===== src/rtl/bus_pkg.sv =====
// Serial system bus configuration shared by the arbiter, master ports and slave ports.
package bus_pkg;

    localparam int unsigned BUS_MASTERS   = 2;
    localparam int unsigned BUS_SLAVE_LEN = 2;
    localparam int unsigned BUS_TIMEOUT   = 4096;

    // Index width that stays legal for a single-entry range.
    function automatic int unsigned idx_w(input int unsigned n);
        return (n > 1) ? $clog2(n) : 1;
    endfunction

    localparam int unsigned OWNER_W = idx_w(BUS_MASTERS);
    localparam int unsigned SLAVE_W = 2 ** BUS_SLAVE_LEN;

    typedef enum logic [2:0] {
        ST_IDLE,
        ST_GRANT,
        ST_ADDR,
        ST_CONNECTED,
        ST_RELEASE
    } arb_state_e;

endpackage


===== src/rtl/rr_picker.sv =====
// Round-robin winner selection: first requester after the previous owner, wrapping.
module rr_picker
    import bus_pkg::*;
#(
    parameter  int unsigned N  = BUS_MASTERS,
    localparam int unsigned IW = idx_w(N)
) (
    input  logic [N-1:0]  req_i,
    input  logic [IW-1:0] last_i,
    output logic          win_valid_c,
    output logic [IW-1:0] win_idx_c
);

    logic [IW-1:0] cand;

    // Scan last+1 .. last+N so the previous owner has the lowest priority.
    always_comb begin
        win_valid_c = 1'b0;
        win_idx_c   = '0;
        cand        = '0;
        for (int unsigned k = 1; k <= N; k++) begin
            cand = IW'((32'(last_i) + k) % N);
            if (!win_valid_c && req_i[cand]) begin
                win_valid_c = 1'b1;
                win_idx_c   = cand;
            end
        end
    end

endmodule


===== src/rtl/bus_arbiter.sv =====
// Round-robin bus arbiter: grants one master, captures its serial slave select,
// and holds the connection until done, request drop or timeout.
module bus_arbiter
    import bus_pkg::*;
#(
    parameter  int unsigned NUM_MASTERS = BUS_MASTERS,
    parameter  int unsigned SLAVE_LEN   = BUS_SLAVE_LEN,
    parameter  int unsigned TIMEOUT     = BUS_TIMEOUT,
    localparam int unsigned OW          = idx_w(NUM_MASTERS),
    localparam int unsigned SW          = 2 ** SLAVE_LEN
) (
    input  logic                   clk,
    input  logic                   reset,
    input  logic [NUM_MASTERS-1:0] req,
    input  logic [NUM_MASTERS-1:0] sel_in,
    input  logic [NUM_MASTERS-1:0] done,
    output logic [NUM_MASTERS-1:0] grant,
    output logic [NUM_MASTERS-1:0] busy,
    output logic [OW-1:0]          owner,
    output logic [SW-1:0]          slave_en,
    output logic                   timeout
);

    localparam int unsigned BW = idx_w(SLAVE_LEN);
    localparam int unsigned CW = idx_w(TIMEOUT);

    arb_state_e             state_q;
    logic [NUM_MASTERS-1:0] grant_q;
    logic [NUM_MASTERS-1:0] busy_q;
    logic [OW-1:0]          owner_q;
    logic [OW-1:0]          last_q;
    logic [SW-1:0]          slave_en_q;
    logic                   timeout_q;
    logic [BW-1:0]          bit_cnt_q;
    logic [SLAVE_LEN-1:0]   shreg_q;
    logic [SLAVE_LEN-1:0]   shreg_d;
    logic [CW-1:0]          cnt_q;

    logic          win_valid;
    logic [OW-1:0] win_idx;
    logic          own_req;
    logic          own_done;
    logic          own_sel;
    logic          last_bit;
    logic          cnt_expired;

    rr_picker #(
        .N (NUM_MASTERS)
    ) u_picker (
        .req_i       (req),
        .last_i      (last_q),
        .win_valid_c (win_valid),
        .win_idx_c   (win_idx)
    );

    assign own_req     = req[owner_q];
    assign own_done    = done[owner_q];
    assign own_sel     = sel_in[owner_q];
    assign last_bit    = (bit_cnt_q == BW'(SLAVE_LEN - 1));
    assign cnt_expired = (cnt_q == CW'(TIMEOUT - 1));

    // Select value including the bit being sampled this edge (LSB arrives first).
    always_comb begin
        shreg_d            = shreg_q;
        shreg_d[bit_cnt_q] = own_sel;
    end

    always_ff @(posedge clk or posedge reset) begin
        if (reset) begin
            state_q    <= ST_IDLE;
            grant_q    <= '0;
            busy_q     <= '0;
            owner_q    <= '0;
            last_q     <= OW'(NUM_MASTERS - 1);
            slave_en_q <= '0;
            timeout_q  <= 1'b0;
            bit_cnt_q  <= '0;
            shreg_q    <= '0;
            cnt_q      <= '0;
        end else begin
            timeout_q <= 1'b0;
            unique case (state_q)
                ST_IDLE: begin
                    if (win_valid) begin
                        grant_q <= NUM_MASTERS'(1) << win_idx;
                        busy_q  <= ~(NUM_MASTERS'(1) << win_idx);
                        owner_q <= win_idx;
                        state_q <= ST_GRANT;
                    end
                end
                ST_GRANT: begin
                    bit_cnt_q <= '0;
                    state_q   <= own_req ? ST_ADDR : ST_RELEASE;
                end
                ST_ADDR: begin
                    if (!own_req) begin
                        state_q <= ST_RELEASE;
                    end else begin
                        shreg_q   <= shreg_d;
                        bit_cnt_q <= bit_cnt_q + BW'(1);
                        if (last_bit) begin
                            slave_en_q <= SW'(1) << shreg_d;
                            state_q    <= ST_CONNECTED;
                        end
                    end
                end
                ST_CONNECTED: begin
                    if (cnt_q != '1) begin
                        cnt_q <= cnt_q + CW'(1);
                    end
                    // done and request drop win over a coincident timeout.
                    if (own_done || !own_req) begin
                        state_q <= ST_RELEASE;
                    end else if (cnt_expired) begin
                        state_q   <= ST_RELEASE;
                        timeout_q <= 1'b1;
                    end
                end
                ST_RELEASE: begin
                    grant_q    <= '0;
                    busy_q     <= '0;
                    slave_en_q <= '0;
                    last_q     <= owner_q;
                    cnt_q      <= '0;
                    bit_cnt_q  <= '0;
                    state_q    <= ST_IDLE;
                end
                default: begin
                    state_q <= ST_IDLE;
                end
            endcase
        end
    end

    assign grant    = grant_q;
    assign busy     = busy_q;
    assign owner    = owner_q;
    assign slave_en = slave_en_q;
    assign timeout  = timeout_q;

endmodule


===== config.mk =====
export PLATFORM = sky130hd
export DESIGN_NAME = bus_arbiter
export DESIGN_NICKNAME = d
export VERILOG_FILES = /design/src/rtl/bus_pkg.sv /design/src/rtl/rr_picker.sv /design/src/rtl/bus_arbiter.sv
export SDC_FILE = /design/constraint.sdc
export NUM_CORES = 1
export LEC_CHECK = 0
export BUFFER_PORTS_ARGS = -buffer_cell sky130_fd_sc_hd__buf_2
export CAP_MARGIN = 20
export CORE_ASPECT_RATIO = 2
export CORE_UTILIZATION = 50
export DETAILED_ROUTE_END_ITERATION = 10
export MAX_ROUTING_LAYER = met4
export PLACE_DENSITY = 0.67
export SETUP_SLACK_MARGIN = 0.2
export SYNTH_ARGS = -nofsm -noshare
export SYNTH_HDL_FRONTEND = slang
export SYNTH_SLANG_ARGS = --single-unit

===== constraint.sdc =====
create_clock -name clk -period 2.2 [get_ports clk]
set_clock_uncertainty 0.15 [all_clocks]
set_input_delay 0.44 -clock clk [delete_from_list [all_inputs] [get_ports clk]]
set_output_delay 0.44 -clock clk [all_outputs]
set_load 0.02 [all_outputs]

After elaboration in Yosys (flattened, before gate mapping)
Index checks and enable logic that the tools add are counted.

word-level totals
  flip-flop bits (word level) = 29
  input port bits = 8
  output and inout bits = 10
  word-level logic and storage cells = 90

cells by class
  add/sub/neg operators = 4
  magnitude comparators = 5
  equal/unequal tests = 12
  shifts and indexed selects = 2
  multiplexer cells = 38
  bitwise gates (word level) = 1
  reductions and logical operators = 18

operators by type and width
  cell                                                 count
  one-hot mux 12 bit (2 select lines)                  1
  two-way mux 1 bit                                    19
  two-way mux 3 bit                                    6
  adder 12 x 1 -> 12 bit, second input constant        1
  equality test 12 bit, second input constant          1
  two-way mux 12 bit                                   1
  != test 12 bit, second input constant                1
  one-hot mux 3 bit (4 select lines)                   1
  AND reduction 2 bit                                  5
  < comparator 1 x 2 -> 1 bit, second input constant   4
  two-way mux 4 bit                                    2
  one-hot mux 2 bit (2 select lines)                   2
  one-hot mux 4 bit (2 select lines)                   1
  nonzero test 2 bit                                   4
  equality test 3 x 2 -> 1 bit, second input constant  2
  != test 2 bit, second input constant                 3
  != test 3 bit, second input constant                 2
  AND reduction 3 bit                                  2
  two-way mux 2 bit                                    2
  left shift 1 x 2 -> 4 bit, first input constant      1
  adder 1 bit, second input constant                   3
  equality test 3 x 1 -> 1 bit, second input constant  1
  equality test 3 bit, second input constant           1
  logical NOT 3 bit                                    1
  other kinds (11)                                     13

Depth between registers and ports, before layout
Gate-level depths: netlist (run 1).

  word-level depth = 11
  mapped depth = 6

Cells and area by module
A second synthesis (run 1) with hierarchy kept.

unflattened totals
  cell total of the unflattened synthesis = 143
  area, all modules = 1393.8 um^2

by module, submodules not included
  module       times used  cells an instance  area each (um^2)
  bus_arbiter  1           141                1380.1
  rr_picker    1           2                  13.8

Least setup slack after synthesis (run 1)
OpenSTA, ideal clock, no wires.

  kind = reg2reg
  start point = register cnt_q[0]
  end point = register cnt_q[3]
  library setup time = 0.110 ns
  arrival = 1.601 ns
  required time = 1.940 ns
  path slack = 0.338 ns
  cell stages (with the launch flop) = 6
  cell sequence = dfrtp_1 ha_1 nand3_1 nor4_1 o311ai_0 o41ai_1

on the way
  cells in the longest elaborated chain, start to end = 3
  elaborated cells between the ends (all ways) = 6
  those cells by class = add/sub: 1; eq/ne: 2; mux: 2; reduce/logical: 1

RTL lines
  what                                                                               line                                    source
  from (decl)                                                                        bus_arbiter.sv:37                       logic [CW-1:0] cnt_q;
  from (signal assigned)                                                             bus_arbiter.sv:109                      cnt_q <= cnt_q + CW'(1);
  adder 12 x 1 -> 12 bit / != test 12 bit (equally long branches)                    bus_arbiter.sv:109, bus_arbiter.sv:108
  two-way mux 12 bit / != test 2 bit (equally long branches)                         n/a
  one-hot mux 12 bit (2 select lines) / AND reduction 2 bit (equally long branches)  n/a

Parallel ways exist; a longest one is shown, timed or not. The select of a mux whose other input is x is not followed.
A chain may end at the register's enable or synchronous reset.

Worst setup path after layout (run 1)
  start point = register cnt_q[1]
  end point = register cnt_q[1]

Same word-level chain as after synthesis.

==> impl_metrics.yaml, run 1 <==
critical_path:
  end_kind: "flip-flop"
  slowest_delay_ns: 0.57
  cp.required_ns: 2.24
  path_class: "reg2reg"
  cpMaxStageDelayCell: "or4_4"
  start_kind: "flip-flop"
  path_cells: "ha_1, nand3_2, or4_4, and4b_1, nor3_1"
  cp_max_fo: 5
  cp.arrival_ns: 1.99
power:
  power.density_nw_per_um2: 1000
  ir_worst_vdd_mv: 0.751
  leakagePower_nw: 0.717
  fin_total_pwr_mw: 1.62
cells_and_area:
  final_common_cell: "dfrtp_1"
  final_cell_mix: "23 x dfrtp_1, 17 x buf_2, 14 x nand2_1, 10 x buf_4"
  nets: 178
  final_area_sq_um: 1620
  layout-drive-gt1-share_pct: 25.6
  instances_no_fill: 196
  syn_to_final_growth_pct: 15.7
  diodes: 0
placed_design:
  portBuffers: 17
  dp.cells: 189
  place_hpwl_um: 2380
  placed_area_sq_um: 1530
  place_congestion: 0.856
  pre_cts_slack_ns: 0.223
floorplanning:
  rows: 26
  die_w_um: 39.4
  core_sq_um: 2600
  die_h_um: 76.8
  die_area_sq_um: 3020
  ios: 18
  initial_core_util_pct: 53.7
synth:
  synth_cell_types: 41
  syn_area_per_cell_sq_um: 9.64
  synth.net_count: 154
  synthCells: 145
  syn_area_sq_um: 1400
  synth-seq-cells: 26
  ys_seq_area_share_pct: 46.6
  yosysWarnings: 0
job:
  drv_cap: 0
sta:
  fmax_mhz: 513
  min_period_ns: 1.95
  tns_ns: 0
  setup_viol: 0
  period_share_pct: 88.7
  hold_viol: 0
  rsz0062_at_grt: "false"
  maxSlewViolCount: 0
  tightest_slew_ns: 0.459
  slew_headroom_pct: 69.2
  setup_ws_ns: 0.249
cts:
  cts-root-buf: "clkbuf_8"
  cts_tree: "built"
  ctsHoldBuffers: 0
  clk_path_buf_depth: 2
  cts.sinks: 26
  cts_made_buffers: 3
  clk_latency_ns: 0.27
  htreeDepth: 1
  clk_pin_slew_ns: 0.09
detailed_routing:
  dr_total_vias: 1231
  routedWlPerCell_um: 16.2
  vias_per_cell: 6.28
  drtIter0Drc: 19
  drt_first_pass_iters: 4
  drc: 0
  wirelength_um: 3180
  drtAntennaViolNets: 0
status:
  status: "completed"
global_routing:
  grt_pass1_vias: 1173
  grt_first_pass_wirelength_um: 4960
  grt-ovfl-total: 0
  grt_max_degree: 27
  grtUsageTotal_pct: 23.8
  antenna_found_initial: 0
worst_hold_path:
  hp-class: "in2async"
synth_stat cells:
master | n | area [sq um]
a32oi_1 | 2 | 17.5
o21ai_0 | 7 | 35.0
buf_4 | 3 | 22.5
buf_2 | 1 | 5.00
mux2i_1 | 5 | 50.1
nand2b_1 | 4 | 25.0
nor2_1 | 9 | 33.8
maj3_1 | 1 | 10.0
clkbuf_2 | 1 | 5.00
a41oi_1 | 1 | 8.76
o311ai_0 | 2 | 17.5
nand4_1 | 2 | 12.5
mux2_2 | 3 | 33.8
nand3b_1 | 2 | 15.0
o211ai_1 | 1 | 7.51
or4_1 | 4 | 30.0
a222oi_1 | 1 | 10.0
and4_1 | 1 | 8.76
or2_2 | 2 | 12.5
a31oi_1 | 1 | 6.26
inv_1 | 3 | 11.3
nor3b_1 | 1 | 7.51
o41ai_1 | 3 | 26.3
nor2b_1 | 1 | 6.26
or3_1 | 2 | 12.5
xnor2_1 | 1 | 8.76
nand3_1 | 10 | 50.1
dfrtp_1 | 25 | 626
and4b_1 | 1 | 10.0
nand2_1 | 14 | 52.6
nor3_1 | 7 | 35.0
ha_1 | 1 | 12.5
nor4_1 | 1 | 6.26
clkbuf_1 | 3 | 11.3
a21o_1 | 1 | 7.51
o31ai_1 | 6 | 45.0
a211oi_1 | 1 | 7.51
nand3b_4 | 1 | 20.0
a21oi_1 | 8 | 40.0
dfstp_2 | 1 | 26.3
and3b_1 | 1 | 8.76
worst paths after layout:
| kind | slack [ns] | depth (start not counted) | from | to |
|---|---|---|---|---|
| max in group asynchronous | 1.55 | 3 | reset | last_q |
| worst max-delay path | 0.25 | 5 | cnt_q[1] | cnt_q[1] |
| worst max register to register | 0.25 | 5 | cnt_q[1] | cnt_q[1] |
| min in group clk | 0.28 | 2 | req[0] | owner |
| worst min register to register | 0.32 | 2 | last_q | last_q |
| worst min-delay path | 0.06 | 3 | reset | cnt_q[11] |
logic make-up (layout without fill, tap and decap cells):
group / count (synthesis) / after routing / share of synthesized area, %
mux: 8 / 8 / 6.00
buf+inv: 11 / 34 / 3.94
simple gates: 63 / 63 / 24.8
xor+xnor: 1 / 1 / 0.627
compound gates: 34 / 34 / 16.4
fa+ha+maj: 2 / 2 / 1.61
flops: 26 / 26 / 46.6
area by class of cell:
type | instances | area, sq um
Clock buffer | 4 | 45.0
Fill cell | 241 | 986
Inverter | 3 | 11.3
Multi-Input combinational cell | 108 | 711
Sequential cell | 26 | 654
Tap cell | 28 | 35.0
Timing Repair Buffer | 27 | 160
critical path: cells and delay by family (launching register included):
| family | cells | cell delay (ns) |
|---|---|---|
| fa+ha+maj | 1 | 0.21 |
| flops | 1 | 0.41 |
| simple gates | 4 | 1.09 |
power by group:
group / internal (mW) / leakage, nW / switching (mW)
combinational: 0.294 / 0.350 / 0.339
clock: 0.130 / 0.0228 / 0.149
sequential: 0.585 / 0.345 / 0.121
layer usage:
layer | routed length [um] | GRT usage, % | up-vias | share of wire (%)
met2 | 1830 | 41.5 | 23 | 57
met4 | 95 | 12.4 | 0 | 3.0
met5 | 0 | - | - | 0
met1 | 1200 | 23.5 | 607 | 38
li1 | - | - | 589 | -
met3 | 59 | 2.89 | 12 | 1.9
what timing repair did:
| action | 4_1_cts | 5_1_grt |
|---|---|---|
| endpoints found under the hold margin | 0 | 0 |
| setup endpoints to repair | 2 | 9 |
| gates resized for setup | 0 | 6 |
| setup buffers | 0 | 3 |
metrics by stage:
stage	hold slack (ns)	utilization (%)
after global routing	0.104	62.1
final	0.0561	62.1
after CTS	0.0641	60.4
after detailed placement	0.310	58.7
after floorplan	0.294	-
after global placement	0.306	58.7
sequential cells by signal (all words and copies together) (netlist names):
signal and cells:
shreg_q 1, busy 1, grant 1, owner 1, slave_en 4, state_q 3
bit_cnt_q 1, timeout 1, last_q 1, cnt_q 12
(Power assumes the default switching activity.)
==> inputs of run 2 (changes only) <==
Settings changed: SYNTH_HIERARCHICAL set to 1.
==> run 2 against run 1 <==
- combinational power about the same
- register-to-register slack improved by 0.04 ns
- largest power group unchanged
- worst hold slack is essentially flat
- worst setup slack better by 0.039 ns
- core utilization is 0.53 points lower
- global-route usage rose by 1.4 points
- non-clock buffer count decreased by 1
- synthesized cell count decreased by 1.4%
- via count decreased by 4.1%
- synthesized area fell by 0.27%
==> impl_metrics.yaml, run 2 <==
cells_and_area:
  layout-drive-gt1-share_pct: 26.8
  diodes: 0
  final_common_cell: "dfrtp_1"
  largest_reg_flops: 12
  instances_no_fill: 192
  largest-register: "cnt_q"
  nets: 174
  final_cell_mix: "24 x dfrtp_1, 17 x buf_2, 13 x o21ai_0, 10 x nand2_1, 10 x nor2_1"
  syn_to_final_growth_pct: 15.0
sta:
  hold_viol: 0
  tightest_slew_ns: 0.417
  fmax_mhz: 523
  slew_headroom_pct: 71.9
  min_period_ns: 1.91
  maxSlewViolCount: 0
  rsz0062_at_grt: "true"
  period_share_pct: 86.9
  tns_ns: 0
  setup_viol: 0
synth:
  synth_simple_gate_area_share_pct: 20.8
  async_flop_share_pct: 100
  ys_seq_area_share_pct: 46.8
  synth_top_area_cell: "dfrtp_1"
  synth_cell_types: 42
  synthAdderAreaFrac_pct: 0.898
  netlist.area_leader.share_pct: 44.9
  synth_area_leaders: "dfrtp_1 45%, o21ai_0 4.7%, o31ai_1 3.8%"
  synth-seq-cells: 26
  yosysWarnings: 6
  synth_edf_count: 0
  synth.most_common_cell: "dfrtp_1"
  synthCells: 143
  synth.area.mux_share_pct: 6.01
  synth_xor_area_share_pct: 1.26
  syn_area_per_cell_sq_um: 9.75
  syn_area_sq_um: 1390
  synthFlopType: "dfrtp_1"
  synth-compound-area-share_pct: 19.0
  synth.net_count: 152
  yosys-top-cells-count: "25 x dfrtp_1, 13 x o21ai_0, 10 x nand2_1, 10 x nor2_1"
  synth_top_family_by_area: "simple AND/OR/NAND/NOR gates"
placed_design:
  dp.cells: 187
  portBuffers: 17
  place_hpwl_um: 2320
  place_congestion: 0.751
global_routing:
  grt_max_degree: 27
  grt_first_pass_wirelength_um: 5330
  grt_pass1_vias: 1208
  grt-ovfl-total: 0
  antenna_found_initial: 0
  grtUsageTotal_pct: 25.1
detailed_routing:
  drtAntennaViolNets: 0
  routedWlPerCell_um: 16.3
  drc: 0
  dr_total_vias: 1180
  wirelength_um: 3140
  drtIter0Drc: 35
  drt_first_pass_iters: 4
  vias_per_cell: 6.15
cts:
  cts.sinks: 26
  ctsHoldBuffers: 0
  cts_tree: "built"
  htreeDepth: 1
  cts-root-buf: "clkbuf_8"
  clk_path_buf_depth: 2
  clk_latency_ns: 0.27
  clk_pin_slew_ns: 0.09
  cts_made_buffers: 3
critical_path:
  path_class: "reg2reg"
  start_kind: "flip-flop"
  path_cells: "ha_1, nand3_1, o31ai_2, or4_2, a21oi_1"
  cp.required_ns: 2.25
  r2r-start: "cnt_q[0]"
  cpMaxStageDelayCell: "or4_2"
  cp_max_fo: 4
  cp.arrival_ns: 1.97
  slowest_delay_ns: 0.54
  end_kind: "flip-flop"
  crit_start: "cnt_q[0]"
power:
  ir_worst_vdd_mv: 0.454
  leakagePower_nw: 0.742
  power.density_nw_per_um2: 1010
floorplanning:
  ios: 18
  die_h_um: 76.7
  rows: 26
  initial_core_util_pct: 53.6
  die_area_sq_um: 3020
  die_w_um: 39.3
  core_sq_um: 2600
job:
  drv_cap: 0
worst_hold_path:
  hp-class: "in2async"
status:
  status: "completed"
## run 2: stage by stage
stage          setup WS (ns)  util, %  instance area (sq um)  power [mW]  hold slack (ns)
4_1_cts                0.287     61.0                   1590        1.64           0.0608
6_report               0.288     61.6                   1600        1.62           0.0556
5_1_grt                0.188     61.6                   1600        1.73           0.0821
3_3_place_gp           0.256     58.7                   1530        1.28            0.300
2_1_floorplan          0.314        -                   1390        1.13            0.289
3_5_place_dp           0.213     58.7                   1530        1.32            0.308
## run 2: final cells by class
class,instances,area [sq um]
sequential,26,653
tap,28,35.0
multi-input combinational,101,681
inverter,7,26.3
timing repair buffer,26,153
clock buffer,4,55.1
fill,233,1000
## run 2: logic make-up (layout without fill, tap and decap cells)
| group | after synthesis | in the layout |
|---|---|---|
| compound gates | 39 | 39 |
| xor+xnor | 2 | 2 |
| fa+ha+maj | 1 | 1 |
| buf+inv | 16 | 37 |
| flops | 26 | 26 |
| mux | 8 | 8 |
| simple gates | 51 | 51 |
## run 2: report_power, final
part	leakage, nW	total, mW	internal, mW	switching, mW
clock	0.0288	0.312	0.160	0.152
combinational	0.368	0.636	0.261	0.375
sequential	0.345	0.672	0.583	0.0884
## run 2: layer usage
metal | part of all wire [%] | track usage (%) | vias up | routed length (um)
met5 | 0 | - | - | 0
met4 | 1.8 | 11.4 | 0 | 58
met3 | 1.4 | 2.02 | 6 | 45
met2 | 57 | 43.5 | 20 | 1790
met1 | 40 | 26.9 | 589 | 1240
li1 | - | - | 565 | -
## run 2: worst max-delay path, delay by kind of cell (launching register included)
family | cells | cell delay (ns)
flops | 1 | 0.45
simple gates | 2 | 0.73
compound gates | 2 | 0.26
fa+ha+maj | 1 | 0.25
## run 2: final timing paths
path / to / slack (ns) / cells past startpoint
setup / recovery: cnt_q[5] / 0.29 / 5
hold / removal: cnt_q[3] / 0.06 / 3
setup reg to reg: cnt_q[5] / 0.29 / 5
hold reg to reg: last_q / 0.32 / 2
max in group asynchronous: last_q / 1.53 / 3
min in group clk: last_q / 0.32 / 2
## run 2: what timing repair did
action / 4_1_cts / 5_1_grt
resized for setup: 1 / 2
endpoints found under the setup margin: 1 / 3
setup buffers: 0 / 1
pin swaps: 0 / 1
